## config.mk

```make
export PLATFORM = sky130hd
export DESIGN_NAME = cellrv32_npu_addr_sequencer
export DESIGN_NICKNAME = d
export VERILOG_FILES = /design/src/rtl/cellrv32_npu_addr_sequencer.sv
export SDC_FILE = /design/constraint.sdc
export NUM_CORES = 1
export LEC_CHECK = 0
export BUFFER_PORTS_ARGS = -buffer_cell sky130_fd_sc_hd__buf_2
export CORE_MARGIN = 3
export CORE_UTILIZATION = 44
export CTS_CLUSTER_SIZE = 14
export DETAILED_ROUTE_END_ITERATION = 6
export GPL_ROUTABILITY_DRIVEN = 0
export PLACE_DENSITY = 0.9
export SETUP_SLACK_MARGIN = 0.02
export SLEW_MARGIN = 30
export SYNTH_ARGS = -nofsm -noshare
export SYNTH_HDL_FRONTEND = slang
export SYNTH_SLANG_ARGS = --single-unit
```

## constraint.sdc

```tcl
create_clock -name clk_i -period 2.1 [get_ports clk_i]
set_input_delay 0.105 -clock clk_i [delete_from_list [all_inputs] [get_ports clk_i]]
set_output_delay 0.105 -clock clk_i [all_outputs]
set_load 0.02 [all_outputs]
```

## src/rtl/cellrv32_npu_addr_sequencer.sv

```systemverilog
// ---------------------------------------------------------------------------
// cellrv32_npu_addr_sequencer
//
// Drives one NPU load counter (a DSP adder whose loaded value appears three
// cycles after the load strobe) so that it streams a run of consecutive
// addresses. It accepts one (start address, length) command at a time and
// emits the addresses with back-pressure.
//
// Handshakes: a transfer happens on a rising clock edge where valid and ready
// are both high. A producer holds valid and its payload stable until the
// transfer. Here cmd_ready_o depends only on state. addr_valid_o and addr_o
// never depend on addr_ready_i.
//
// Ports
//   clk_i, rstn_i     clock and asynchronous active-low reset
//   cmd_valid_i       command valid
//   cmd_ready_o       command ready (only in IDLE)
//   cmd_addr_i        first address of the run
//   cmd_len_i         number of addresses to emit (0 is legal)
//   flush_i           synchronous abort of the current run
//   cnt_enable_o      counter enable
//   cnt_load_o        counter load strobe
//   cnt_start_o       counter start value (latched command address)
//   cnt_val_i         counter current value
//   addr_valid_o      addr_o valid
//   addr_ready_i      consumer accepts addr_o
//   addr_o            current address (counter value while running)
//   last_o            final beat of the command
//   busy_o            sequencer not idle
//   done_o            one-cycle pulse when a command completes or is flushed
//   state_o           debug view of the FSM state encoding
// ---------------------------------------------------------------------------
module cellrv32_npu_addr_sequencer #(
  parameter int ADDR_WIDTH = 32,
  parameter int LEN_WIDTH  = 16
) (
  input  logic                  clk_i,
  input  logic                  rstn_i,
  input  logic                  cmd_valid_i,
  output logic                  cmd_ready_o,
  input  logic [ADDR_WIDTH-1:0] cmd_addr_i,
  input  logic [LEN_WIDTH-1:0]  cmd_len_i,
  input  logic                  flush_i,
  output logic                  cnt_enable_o,
  output logic                  cnt_load_o,
  output logic [ADDR_WIDTH-1:0] cnt_start_o,
  input  logic [ADDR_WIDTH-1:0] cnt_val_i,
  output logic                  addr_valid_o,
  input  logic                  addr_ready_i,
  output logic [ADDR_WIDTH-1:0] addr_o,
  output logic                  last_o,
  output logic                  busy_o,
  output logic                  done_o,
  output logic [2:0]            state_o
);

  typedef enum logic [2:0] {
    S_IDLE = 3'd0,
    S_LOAD = 3'd1,
    S_WARM = 3'd2,
    S_RUN  = 3'd3,
    S_DONE = 3'd4
  } state_t;

  state_t                state_q, state_d;
  logic [ADDR_WIDTH-1:0] start_q, start_d;
  logic [LEN_WIDTH-1:0]  remaining_q, remaining_d;
  logic [1:0]            warm_q, warm_d;

  always_ff @(posedge clk_i or negedge rstn_i) begin
    if (!rstn_i) begin
      state_q     <= S_IDLE;
      start_q     <= '0;
      remaining_q <= '0;
      warm_q      <= '0;
    end else begin
      state_q     <= state_d;
      start_q     <= start_d;
      remaining_q <= remaining_d;
      warm_q      <= warm_d;
    end
  end

  always_comb begin
    state_d      = state_q;
    start_d      = start_q;
    remaining_d  = remaining_q;
    warm_d       = warm_q;
    cmd_ready_o  = 1'b0;
    cnt_enable_o = 1'b0;
    cnt_load_o   = 1'b0;
    addr_valid_o = 1'b0;
    addr_o       = '0;
    last_o       = 1'b0;
    done_o       = 1'b0;

    case (state_q)
      S_IDLE: begin
        cmd_ready_o = 1'b1;
        if (cmd_valid_i) begin
          start_d     = cmd_addr_i;
          remaining_d = cmd_len_i;
          warm_d      = '0;
          state_d     = (cmd_len_i == '0) ? S_DONE : S_LOAD;
        end
      end

      S_LOAD: begin
        // The load path cannot stall: enable stays high regardless of the consumer.
        cnt_load_o   = 1'b1;
        cnt_enable_o = 1'b1;
        warm_d       = '0;
        state_d      = flush_i ? S_DONE : S_WARM;
      end

      S_WARM: begin
        // Two cycles here put the loaded value on cnt_val_i right as RUN starts.
        cnt_enable_o = 1'b1;
        warm_d       = warm_q + 2'd1;
        if (warm_q == 2'd1) state_d = S_RUN;
        if (flush_i)        state_d = S_DONE;
      end

      S_RUN: begin
        addr_valid_o = 1'b1;
        addr_o       = cnt_val_i;
        last_o       = (remaining_q == LEN_WIDTH'(1));
        // Stalling freezes the counter so addr_o stays stable.
        cnt_enable_o = addr_ready_i;
        if (addr_ready_i) begin
          remaining_d = remaining_q - LEN_WIDTH'(1);
          if (remaining_q == LEN_WIDTH'(1)) state_d = S_DONE;
        end
        if (flush_i) state_d = S_DONE;
      end

      S_DONE: begin
        done_o  = 1'b1;
        warm_d  = '0;
        state_d = S_IDLE;
      end

      default: state_d = S_IDLE;
    endcase
  end

  assign cnt_start_o = start_q;
  assign busy_o      = (state_q != S_IDLE);
  assign state_o     = state_q;

endmodule

```

==> run summary <==
Max Clock Freq -> 515 MHz
ys async rst share -> 100%
final net count -> 520
Critical Path AT -> 1.84 ns
H-tree depth -> 2
worst-path maximum fanout -> 5
Least-Margin Pin Slew -> 0.569 ns
cts bufs inserted -> 5
Net Sw Power -> 2.37 mW
Max Slew Vio Count -> 0
number of flops mapped to enable cells by yosys -> 0
syn_area_per_cell -> 10.3 um^2
Pwr per Cell Area -> 1420 nW/um^2
Area Growth Syn to Fin -> 37.4%
DR vias -> 2719
Filler cells -> 484
Vias/cell -> 5.34
RSZ-0062 raised after global routing -> false
final WL -> 7870 um
status -> complete, no violations
mapped cell area -> 2820 um^2
Die ar. -> 7400 um^2
max cap viols -> 0
Root Buffer Master -> clkbuf_8
Routed Antenna Nets -> 0
Pre-Repair DR Iteration Count -> 4
Cells after Synth -> 273
power share of the combinational group -> 51.6%
clk_lat worst skew -> 0.31 ns
Worst-path clk slew -> 0.10 ns
routed len/inst -> 15.5 um
P_int -> 3.14 mW
DRC Markers -> 0
crit share post-route -> 92.4%
sw frac -> 43.1%
cell taking the most area after synthesis -> dfrtp_1
vias in the first global route -> 2669
commonest non-fill, non-tap cell in the layout -> buf_2
Worst EP required -> 2.00 ns
core area -> 6060 um^2
first-pass GRT wire length -> 12500 um
Final setup viols -> 0
post-route setup TNS -> 0 ns
IO Port Bufs -> 158
Synth warnings -> 0
Hold Vio Cnt, Final -> 0
number of antenna violations at the first check in global routing -> 1
Seq/Total Area, Yosys -> 47.0%
most frequent cells in the layout -> buf_2, dfrtp_1, and2_1, mux2_2, nand2_1
initial cell density of the core -> 46.5%
Area contributors post-synth -> dfrtp_1, mux2_2, and2_1, nand2_1, buf_2
WS Path Type -> reg2out
gr ovfl total -> 0
I/O Pins -> 159
Clock Sink Count -> 53
maximum VDD drop -> 0.816 mV
Final min period -> 1.94 ns
Post-DP HPWL -> 6120 um
DR iter-0 viols -> 102
sequential power share -> 35.2%
die span in x -> 86.0 um
post-synth top area share -> 47.0%
clock buffer depth -> 2
GR Util All Layers -> 21.2%
predominant post-synthesis flop cell -> dfrtp_1
die height -> 86.0 um
largest net degree at the start of global routing -> 54
flops & latches, synth -> 53
Critical Path Sink Type -> output port
# Post-CTS Setup Buffers -> 0
Mapped Nets -> 361
Clk pwr share -> 13.2%
Setup crit start kind -> flop
CTS tree -> yes
Distinct cells, synth -> 49
final core occ -> 63.9%
Clock Skew -> 0.00575 ns
Max-slew headroom -> 61.8%
Lkg Pwr -> 1.93 nW
layout cell share with drive strength beyond 1 -> 49.9%
Rows -> 28
Worst Hold Class -> in2reg
[registers in the layout, summed over array words and instances (netlist names)]
signal and count:
cnt_start_o 32, remaining_q 16, state_o 3, warm_q 2
[synthesized netlist by cell type, types with 2 or more instances]
master,instances
o21ai_0,9
nand4_1,4
nand3_1,4
clkbuf_1,5
nand2b_1,3
nand2_1,17
o22ai_1,7
inv_1,9
and3_1,2
mux2_2,32
dfrtp_1,53
mux2i_1,2
buf_2,11
and2_1,32
o21ai_1,5
a21oi_1,10
nor4_1,6
o31ai_1,2
nand3b_1,2
a2bb2oi_1,6
nor2_1,12
a31oi_1,2
ha_1,3
o211ai_1,2
a22oi_1,3
nor3_1,7
[path summary, 6_finish.rpt]
check	endpoint	slack [ns]	depth (start not counted)	startpoint
setup / recovery	last_o	0.16	4	remaining_q[8]$_DFFE_PN0P_
hold / removal	cnt_start_o[23]$_DFFE_PN0P_	0.02	2	cmd_addr_i[23]
setup reg to reg	remaining_q[12]$_DFFE_PN0P_	0.20	4	state_o[2]$_DFFE_PN0P_
hold reg to reg	warm_q[0]$_DFFE_PN0P_	0.50	1	warm_q[0]$_DFFE_PN0P_
max in group asynchronous	remaining_q[14]$_DFFE_PN0P_	1.54	3	rstn_i
min in group asynchronous	cnt_start_o[6]$_DFFE_PN0P_	0.32	3	rstn_i
[metal layers]
| layer | track usage [%] | share of wire (%) |
|---|---|---|
| met1 | 25.7 | 38 |
| met2 | 37.8 | 52 |
| met3 | 5.00 | 8.5 |
| met4 | 4.89 | 0.61 |
| met5 | 0 | 0 |
[layout make-up]
cell class              count  area, um^2  area share, %
diodes                      1        2.50         0.0646
inverters                  10        40.0           1.03
repair buffers            169         913           23.6
multi-input cells         193        1380           35.6
clock inverters             3        47.5           1.23
clock buffers               5        68.8           1.78
well taps                  75        93.8           2.42
flip-flops and latches     53        1330           34.3
[cell families after synthesis]
| group | after synthesis | synth area share, % |
|---|---|---|
| buffers and inverters | 27 | 4.08 |
| AO/OA/AOI/OAI | 58 | 13.8 |
| adder cells (fa/ha/maj) | 3 | 1.33 |
| AND/OR/NAND/NOR | 97 | 20.0 |
| multiplexers | 34 | 13.5 |
| XOR/XNOR | 1 | 0.311 |
| flip-flops | 53 | 47.0 |
[power by group through the flow]
stage	Sequential [mW]	Combinational, mW	Clock (mW)
floorplan	2.29	1.55	0
global placement	1.90	2.77	0
detailed placement	1.96	2.85	0
CTS	1.93	2.87	0.743
global route	2.02	3.10	0.786
finish	1.94	2.84	0.726
[critical path, cell delays in order (launching register included)]
cell and delay [ns]:
dfrtp_1 0.45, nor4_1 0.51, nand4_1 0.26, nor2_1 0.13, buf_2 0.17
[metrics by stage]
stage / worst slack, ns / instances / area (um^2) / power [mW] / hold WS [ns]
finish: 0.159 / 509 / 3870 / 5.51 / 0.0203
global route: 0.0422 / 509 / 3870 / 5.90 / 0.000709
CTS: 0.131 / 508 / 3860 / 5.54 / 0.0124
detailed placement: 0.276 / 499 / 3740 / 4.81 / 0.125
global placement: 0.333 / 499 / 3740 / 4.67 / 0.118
floorplan: 0.286 / 273 / 2820 / 3.84 / -0.191
[what timing repair did]
item                                   CTS  global route
setup endpoints to repair                0            32
endpoints found under the hold margin   53             0
resized for setup                        0             3
hold buffers                             1             0
No activity file was read; power rests on OpenSTA's default activity.
